===== src/rtl/mac_rx_stat_pkg.sv =====
// Shared definitions for the RX frame statistics block: register map,
// STATUS word layout, channel tracking states and the frame length check.
package mac_rx_stat_pkg;

    localparam int LEN_W = 16;

    localparam logic [2:0] REG_GOOD    = 3'd0;
    localparam logic [2:0] REG_BAD     = 3'd1;
    localparam logic [2:0] REG_BYTES   = 3'd2;
    localparam logic [2:0] REG_FRAMING = 3'd3;
    localparam logic [2:0] REG_PHYERR  = 3'd4;
    localparam logic [2:0] REG_STATUS  = 3'd5;

    localparam int STAT_LEN_LSB  = 0;
    localparam int STAT_IN_FRAME = 16;
    localparam int STAT_STICKY   = 17;

    typedef enum logic {
        ST_IDLE  = 1'b0,
        ST_FRAME = 1'b1
    } rx_state_e;

    // Inclusive legal-length window test for a closing frame.
    function automatic logic len_ok(input logic [LEN_W-1:0] len,
                                    input int min_len,
                                    input int max_len);
        int l;
        l = int'({{(32-LEN_W){1'b0}}, len});
        return (l >= min_len) && (l <= max_len);
    endfunction

endpackage


===== src/rtl/mac_rx_stat_ch.sv =====
// One RX channel: frame tracking, length/framing checks, statistics
// counters, sticky error flag and a two-stage error pulse pipeline.
//
//   state    | meaning
//   ---------+----------------------------------------------------
//   ST_IDLE  | between frames; only a sof beat is legal
//   ST_FRAME | sof seen, counting bytes until the eof beat
module mac_rx_stat_ch
    import mac_rx_stat_pkg::*;
#(
    parameter int CNT_W    = 32,
    parameter int MIN_LEN  = 64,
    parameter int MAX_LEN  = 1518,
    parameter int SATURATE = 1
) (
    input  logic             clk,
    input  logic             rst,
    input  logic             tvalid,
    input  logic             tuser,
    input  logic             tlast,
    input  logic             fr_good,
    input  logic             fr_err,
    input  logic             clr,
    output logic [CNT_W-1:0] cnt_good,
    output logic [CNT_W-1:0] cnt_bad,
    output logic [CNT_W-1:0] cnt_bytes,
    output logic [CNT_W-1:0] cnt_framing,
    output logic [CNT_W-1:0] cnt_phyerr,
    output logic [LEN_W-1:0] last_len,
    output logic             in_frame,
    output logic             err_sticky,
    output logic             err_o
);

    rx_state_e        state, state_nxt;
    logic [LEN_W-1:0] len, len_nxt, len_inc, last_len_nxt;
    logic             inc_good, inc_bytes, inc_framing;
    logic [1:0]       inc_bad;
    logic             err_ev, err_s0;

    // A sof that interrupts a frame and is itself a 1-byte bad frame
    // closes two frames in one beat, so BAD may step by two.
    function automatic logic [CNT_W-1:0] bump(input logic [CNT_W-1:0] v,
                                              input logic [1:0]       inc);
        logic [CNT_W:0] sum;
        sum = {1'b0, v} + {{(CNT_W-1){1'b0}}, inc};
        if ((SATURATE != 0) && sum[CNT_W])
            return '1;
        return sum[CNT_W-1:0];
    endfunction

    assign in_frame = (state == ST_FRAME);

    // Decode the current beat into counter increments and next tracking state.
    always_comb begin
        state_nxt    = state;
        len_nxt      = len;
        last_len_nxt = last_len;
        len_inc      = (len == '1) ? len : len + 1'b1;
        inc_good     = 1'b0;
        inc_bad      = 2'd0;
        inc_bytes    = 1'b0;
        inc_framing  = 1'b0;
        if (tvalid) begin
            if (tuser) begin
                inc_bytes = 1'b1;
                if (state == ST_FRAME) begin
                    inc_bad      = 2'd1;
                    inc_framing  = 1'b1;
                    last_len_nxt = len;
                end
                len_nxt = LEN_W'(1);
                if (tlast) begin
                    state_nxt    = ST_IDLE;
                    last_len_nxt = LEN_W'(1);
                    if (fr_good && len_ok(LEN_W'(1), MIN_LEN, MAX_LEN))
                        inc_good = 1'b1;
                    else
                        inc_bad = inc_bad + 2'd1;
                end else begin
                    state_nxt = ST_FRAME;
                end
            end else if (state == ST_FRAME) begin
                inc_bytes = 1'b1;
                len_nxt   = len_inc;
                if (tlast) begin
                    state_nxt    = ST_IDLE;
                    last_len_nxt = len_inc;
                    if (fr_good && len_ok(len_inc, MIN_LEN, MAX_LEN))
                        inc_good = 1'b1;
                    else
                        inc_bad = 2'd1;
                end
            end else begin
                inc_framing = 1'b1;
            end
        end
        err_ev = (inc_bad != 2'd0) | inc_framing | fr_err;
    end

    // Tracking, counters and error pipeline; clear drops the same-cycle event
    // but lets an error already in stage0 reach err_o.
    always_ff @(posedge clk) begin
        if (rst) begin
            state       <= ST_IDLE;
            len         <= '0;
            last_len    <= '0;
            cnt_good    <= '0;
            cnt_bad     <= '0;
            cnt_bytes   <= '0;
            cnt_framing <= '0;
            cnt_phyerr  <= '0;
            err_s0      <= 1'b0;
            err_o       <= 1'b0;
            err_sticky  <= 1'b0;
        end else begin
            err_o <= err_s0;
            if (clr) begin
                state       <= ST_IDLE;
                len         <= '0;
                last_len    <= '0;
                cnt_good    <= '0;
                cnt_bad     <= '0;
                cnt_bytes   <= '0;
                cnt_framing <= '0;
                cnt_phyerr  <= '0;
                err_s0      <= 1'b0;
                err_sticky  <= 1'b0;
            end else begin
                state       <= state_nxt;
                len         <= len_nxt;
                last_len    <= last_len_nxt;
                cnt_good    <= bump(cnt_good, {1'b0, inc_good});
                cnt_bad     <= bump(cnt_bad, inc_bad);
                cnt_bytes   <= bump(cnt_bytes, {1'b0, inc_bytes});
                cnt_framing <= bump(cnt_framing, {1'b0, inc_framing});
                cnt_phyerr  <= bump(cnt_phyerr, {1'b0, fr_err});
                err_s0      <= err_ev;
                err_sticky  <= err_sticky | err_ev;
            end
        end
    end

endmodule


===== src/rtl/mac_rx_stat.sv =====
// Multi-channel RX frame monitor: one tracker per channel, a registered
// register readout mux and the combined error indication.
module mac_rx_stat
    import mac_rx_stat_pkg::*;
#(
    parameter int ETHCOUNT = 1,
    parameter int CNT_W    = 32,
    parameter int MIN_LEN  = 64,
    parameter int MAX_LEN  = 1518,
    parameter int SATURATE = 1
) (
    input  logic                  clk,
    input  logic                  rst,
    input  logic [8*ETHCOUNT-1:0] mac_rx_axis_tdata,
    input  logic [ETHCOUNT-1:0]   mac_rx_axis_tvalid,
    input  logic [ETHCOUNT-1:0]   mac_rx_axis_tuser,
    input  logic [ETHCOUNT-1:0]   mac_rx_axis_tlast,
    input  logic [ETHCOUNT-1:0]   mac_rx_axis_fr_good,
    input  logic [ETHCOUNT-1:0]   mac_rx_axis_fr_err,
    input  logic [ETHCOUNT-1:0]   clr,
    input  logic [1:0]            rd_ch,
    input  logic [2:0]            rd_sel,
    output logic [CNT_W-1:0]      rd_data,
    output logic [ETHCOUNT-1:0]   err_o,
    output logic                  err_det,
    output logic [ETHCOUNT-1:0]   err_sticky
);

    logic [CNT_W-1:0] cnt_good    [ETHCOUNT];
    logic [CNT_W-1:0] cnt_bad     [ETHCOUNT];
    logic [CNT_W-1:0] cnt_bytes   [ETHCOUNT];
    logic [CNT_W-1:0] cnt_framing [ETHCOUNT];
    logic [CNT_W-1:0] cnt_phyerr  [ETHCOUNT];
    logic [LEN_W-1:0] last_len    [ETHCOUNT];
    logic [ETHCOUNT-1:0] in_frame;
    logic [CNT_W-1:0] rd_nxt;
    logic [31:0]      status;
    logic             tdata_unused;

    // Payload bytes carry no information for the statistics, only their beats do.
    assign tdata_unused = ^mac_rx_axis_tdata;

    for (genvar c = 0; c < ETHCOUNT; c++) begin : g_ch
        mac_rx_stat_ch #(
            .CNT_W    (CNT_W),
            .MIN_LEN  (MIN_LEN),
            .MAX_LEN  (MAX_LEN),
            .SATURATE (SATURATE)
        ) u_ch (
            .clk         (clk),
            .rst         (rst),
            .tvalid      (mac_rx_axis_tvalid[c]),
            .tuser       (mac_rx_axis_tuser[c]),
            .tlast       (mac_rx_axis_tlast[c]),
            .fr_good     (mac_rx_axis_fr_good[c]),
            .fr_err      (mac_rx_axis_fr_err[c]),
            .clr         (clr[c]),
            .cnt_good    (cnt_good[c]),
            .cnt_bad     (cnt_bad[c]),
            .cnt_bytes   (cnt_bytes[c]),
            .cnt_framing (cnt_framing[c]),
            .cnt_phyerr  (cnt_phyerr[c]),
            .last_len    (last_len[c]),
            .in_frame    (in_frame[c]),
            .err_sticky  (err_sticky[c]),
            .err_o       (err_o[c])
        );
    end

    assign err_det = |err_o;

    // Select the addressed register; unpopulated channels and selects read 0.
    always_comb begin
        rd_nxt = '0;
        status = '0;
        for (int c = 0; c < ETHCOUNT; c++) begin
            if (rd_ch == 2'(c)) begin
                status                        = '0;
                status[STAT_STICKY]           = err_sticky[c];
                status[STAT_IN_FRAME]         = in_frame[c];
                status[STAT_LEN_LSB +: LEN_W] = last_len[c];
                case (rd_sel)
                    REG_GOOD:    rd_nxt = cnt_good[c];
                    REG_BAD:     rd_nxt = cnt_bad[c];
                    REG_BYTES:   rd_nxt = cnt_bytes[c];
                    REG_FRAMING: rd_nxt = cnt_framing[c];
                    REG_PHYERR:  rd_nxt = cnt_phyerr[c];
                    REG_STATUS:  rd_nxt = status[CNT_W-1:0];
                    default:     rd_nxt = '0;
                endcase
            end
        end
    end

    // Readout register gives a fixed one-cycle read latency.
    always_ff @(posedge clk) begin
        if (rst)
            rd_data <= '0;
        else
            rd_data <= rd_nxt;
    end

endmodule

===== config.mk =====
export PLATFORM = sky130hd
export DESIGN_NAME = mac_rx_stat
export DESIGN_NICKNAME = d
export VERILOG_FILES = /design/src/rtl/mac_rx_stat_pkg.sv /design/src/rtl/mac_rx_stat_ch.sv /design/src/rtl/mac_rx_stat.sv
export SDC_FILE = /design/constraint.sdc
export NUM_CORES = 1
export LEC_CHECK = 0
export ABC_AREA = 1
export CAP_MARGIN = 30
export CORE_MARGIN = 2
export CORE_UTILIZATION = 45
export DETAILED_ROUTE_END_ITERATION = 7
export SYNTH_ARGS = -nofsm -noshare
export SYNTH_HDL_FRONTEND = slang
export SYNTH_SLANG_ARGS = --single-unit

===== constraint.sdc =====
create_clock -name clk -period 4.9 [get_ports clk]
set_input_delay 0.98 -clock clk [delete_from_list [all_inputs] [get_ports clk]]
set_output_delay 0.98 -clock clk [all_outputs]
set_load 0.01 [all_outputs]

==> run_results.csv <==
group,metric,value,unit
run_status,outcome,"completed",
worst_setup_path,reg2reg_depth,30,
floorplan,core,0.0270,mm2
detailed_routing,routed_via_density,5.34,
power_and_ir_drop,p_sw_share,22.8,%
worst_setup_path,crit_type,"flop to flop",
yosys,synth_cells,1764,
worst_setup_path,rr_endpoint,"g_ch[0].u_ch.cnt_bad[26]$_SDFF_PP0_",
clock_network,clock_latency,0.55,ns
power_and_ir_drop,clockPowerShare,51.3,%
placed_design,place_ws,0.183,ns
sta,layout_min_cycle_time,4.55,ns
yosys,syn_area,0.0124,mm2
global_routing,antenna_found_initial,0,
clock_network,cts.clk_slew.worst_paths,0.06,ns
worst_setup_path,crit_path_max_incr_delay,0.39,ns
sta,max_freq,220,MHz
floorplan,rows,60,
worst_setup_path,arrival,5.04,ns
sta,layout_setup_ws,0.354,ns
detailed_routing,drc,0,
detailed_routing,avgRoutedWirePerCell,16.5,um
floorplan,dieArea,0.0289,mm2
detailed_routing,final_antenna_net_count,0,
power_and_ir_drop,p_int,0.00321,W
cells_and_area,layout-drive-gt1-share,9.47,%
yosys,synth_top_area_share,36.8,%
global_routing,use_met3,2.63,%
yosys,synth.distinct_cells,59,
cells_and_area,fin_cells,2178,
clock_network,cts_hold_buf,0,
sta,hold_viol,0,
clock_network,htreeDepth,1,
worst_setup_path,startpoint_type,"flop",
power_and_ir_drop,p_per_area,290,mW/mm2
cells_and_area,finish.utilization,53.0,%
yosys,yosysWarnings,0,
worst_setup_path,worstReg2RegStart,"g_ch[0].u_ch.len[0]$_SDFFE_PP0P_",
flow_run,cap_violations,0,
cells_and_area,n_antenna_cell,0,
sta,period_share,92.8,%
cells_and_area,nets,1853,
clock_network,cts_tree,"done",
floorplan,start_util,45.9,%
yosys,yosys-top-cells-area,"dfxtp_1 37%, inv_1 9.0%, nand2_1 8.9%",
yosys,ys_seq_area_share,36.8,%
clock_network,clock_sinks,228,
global_routing,grt_max_degree,81,
detailed_routing,routed-via-count,11600,
power_and_ir_drop,ir_drop,0.273,mV
sta,final-setup-viol-count,0,
power_and_ir_drop,p_total,0.00416,W
worst_setup_path,cp-endpoint,"g_ch[0].u_ch.cnt_bad[26]$_SDFF_PP0_",
yosys,syn-num-nets,1801,
global_routing,grt_pass1_wl,57500,um
yosys,synth_top_area_cell,"dfxtp_1",
sta,slew_headroom,46.9,%
placed_design,hpwl,26900,um
worst_setup_path,worstPathRequired,5.39,ns
global_routing,grt_pass1_vias,10800,
detailed_routing,drtPass1Iterations,5,
worst_setup_path,crit_path_frequent_cell,"nand2_1",
power_and_ir_drop,switching_power,0.000946,W
detailed_routing,drtIter0Drc,1061,
sta,slew_viol_final,0,
worst_setup_path,slowest_stage,"dfxtp_2",
worst_setup_path,r2r_setup_slack,0.35,ns
clock_network,clk_path_buf_depth,3,
placed_design,place_inst,2119,
placed_design,gp_congestion,0.919,
sta,finalSetupTns,0,ns
clock_network,cts-root-buf,"clkbuf_16",
sta,worst-slew-pin-transition,0.789,ns
floorplan,die_h,170,um
cells_and_area,areaGrowthSynthToFinish,15.5,%
worst_setup_path,crit_fanout,10,
yosys,syn_avg_cell_area,7.03,um2
detailed_routing,postRouteWirelength,35900,um
floorplan,io-pin-count,56,
global_routing,track_usage,24.9,%
worst_setup_path,crit_start,"g_ch[0].u_ch.len[0]$_SDFFE_PP0P_",
power_and_ir_drop,power_frac_seq,45.1,%
global_routing,grtUsageMet1,36.7,%
global_routing,gr-total-overflow,0,
power_and_ir_drop,combPwrFrac,3.6,%
yosys,synth_seq_cells,228,
global_routing,use_met2,39.3,%
floorplan,die_x,170,um
clock_network,cts_buffers,27,
sta,clock-skew-final,0.0172,ns
worst_setup_path,end_kind,"flop",
placed_design,place.port_buffers,47,
global_routing,globalRoute.busiestLayer,"met2",
power_and_ir_drop,p_leak,5.82,nW
hold_path,min_path_type,"flop to flop",
layout make-up:
cell class	instances	area (um2)
clock buffer	38	807
clock inverter	12	144
multi-input combinational	1171	6480
sequential	228	4570
timing repair buffer	82	753
inverter	306	1160
tap	341	427
fill	2660	12700
cell families (layout without fill, tap and decap cells):
kind of cell	Yosys count	count (layout)	synth area share, %
AOI/OAI and AO/OA	342	342	16.2
xor gates and xnor gates	96	96	6.78
adders and majority gates	16	16	1.67
buffers and inverters	365	438	11.3
DFF	228	228	36.8
and+or+nand+nor	717	717	27.3
stage by stage:
| step | cell area (um2) | hold slack [ns] |
|---|---|---|
| after floorplan | 12400 | 0.388 |
| after global placement | 13300 | 0.401 |
| after detailed placement | 13300 | 0.405 |
| after CTS | 14200 | 0.407 |
| after global routing | 14300 | 0.418 |
| final | 14300 | 0.403 |
critical path: cells and delay by family (launching register included):
family          cells  cell delay, ns
compound gates      2            0.20
fa+ha+maj           3            0.78
buf+inv             4            0.39
flops               1            0.39
simple gates       21            2.74
cell usage after synthesis, drive strengths merged:
library cell  instances
o31ai                 4
fa                    1
nand2               305
nand4                28
o221ai                2
a211o                 2
a311oi               11
clkbuf               43
dfxtp               228
a21o                  1
xnor2                12
o21bai                2
nand3                85
a21boi                1
nor4                 18
buf                  16
o211ai                3
xor2                 84
a31oi                33
a41oi                 8
nor2                193
clkinv                2
nor4b                 2
or3                   1
and2                  1
or2                   5
ha                   15
inv                 304
nor3                 74
nand3b                4
a21oi                92
and3                  1
o21ai               128
a211oi                9
o22ai                45
o221a                 1
cells in the final DEF, fill, tap and decap left out, types with 9 or more instances in the layout:
master             n
a211oi_1           9
a21oi_1           83
a311oi_1          11
a31oi_1           32
buf_4             34
clkbuf_16         27
clkbuf_8           9
clkdlybuf4s50_1   47
dfxtp_1          226
ha_1              14
inv_1            296
nand2_1          290
nand2_2           14
nand3_1           80
nand4_1           25
nor2_1           170
nor2_2            12
nor2_4            10
nor3_1            60
nor4_1            14
o21ai_0          114
o21ai_1           14
o22ai_1           45
xnor2_1           12
xor2_1            84
flip-flops by register name, summed over array words and instances (netlist names):
signal,count
g_ch.u_ch.in_frame,1
g_ch.u_ch.len,16
g_ch.u_ch.last_len,16
g_ch.u_ch.err_sticky,1
g_ch.u_ch.err_s0,1
g_ch.u_ch.err_o,1
g_ch.u_ch.cnt_bytes,32
g_ch.u_ch.cnt_framing,32
g_ch.u_ch.cnt_good,32
rd_data,32
g_ch.u_ch.cnt_bad,32
g_ch.u_ch.cnt_phyerr,32
power groups by stage:
| stage | Clock (W) | Combinational, W | Sequential (W) |
|---|---|---|---|
| finish | 0.00213 | 0.000149 | 0.00188 |
| global route | 0.00225 | 0.000163 | 0.00188 |
| CTS | 0.00217 | 0.000149 | 0.00188 |
| detailed placement | 0 | 0.000148 | 0.00192 |
| global placement | 0 | 0.000145 | 0.00192 |
| floorplan | 0 | 0.0000888 | 0.00191 |
repair_timing:
action | 4_1_cts | 5_1_grt
gates resized for setup | 0 | 12
endpoints found under the hold margin | 0 | 0
setup buffers | 0 | 9
endpoints found under the setup margin | 0 | 20
worst min path at each step:
stage               depth (start not counted)                      startpoint                       endpoint  slack [ns]
floorplan                                   2  g_ch[0].u_ch.err_s0$_SDFF_PP0_  g_ch[0].u_ch.err_o$_SDFF_PP0_        0.39
detailed placement                          2  g_ch[0].u_ch.err_s0$_SDFF_PP0_  g_ch[0].u_ch.err_o$_SDFF_PP0_        0.40
finish                                      2  g_ch[0].u_ch.err_s0$_SDFF_PP0_  g_ch[0].u_ch.err_o$_SDFF_PP0_        0.40
CTS                                         2  g_ch[0].u_ch.err_s0$_SDFF_PP0_  g_ch[0].u_ch.err_o$_SDFF_PP0_        0.41
global route                                2  g_ch[0].u_ch.err_s0$_SDFF_PP0_  g_ch[0].u_ch.err_o$_SDFF_PP0_        0.42
global placement                            2  g_ch[0].u_ch.err_s0$_SDFF_PP0_  g_ch[0].u_ch.err_o$_SDFF_PP0_        0.40
routing by layer:
layer | wire, um | vias up
met5 | 0 | -
met4 | 660 | 0
met3 | 2150 | 42
met2 | 15800 | 309
met1 | 17300 | 5417
li1 | - | 5864
No activity file was read; power rests on OpenSTA's default activity.
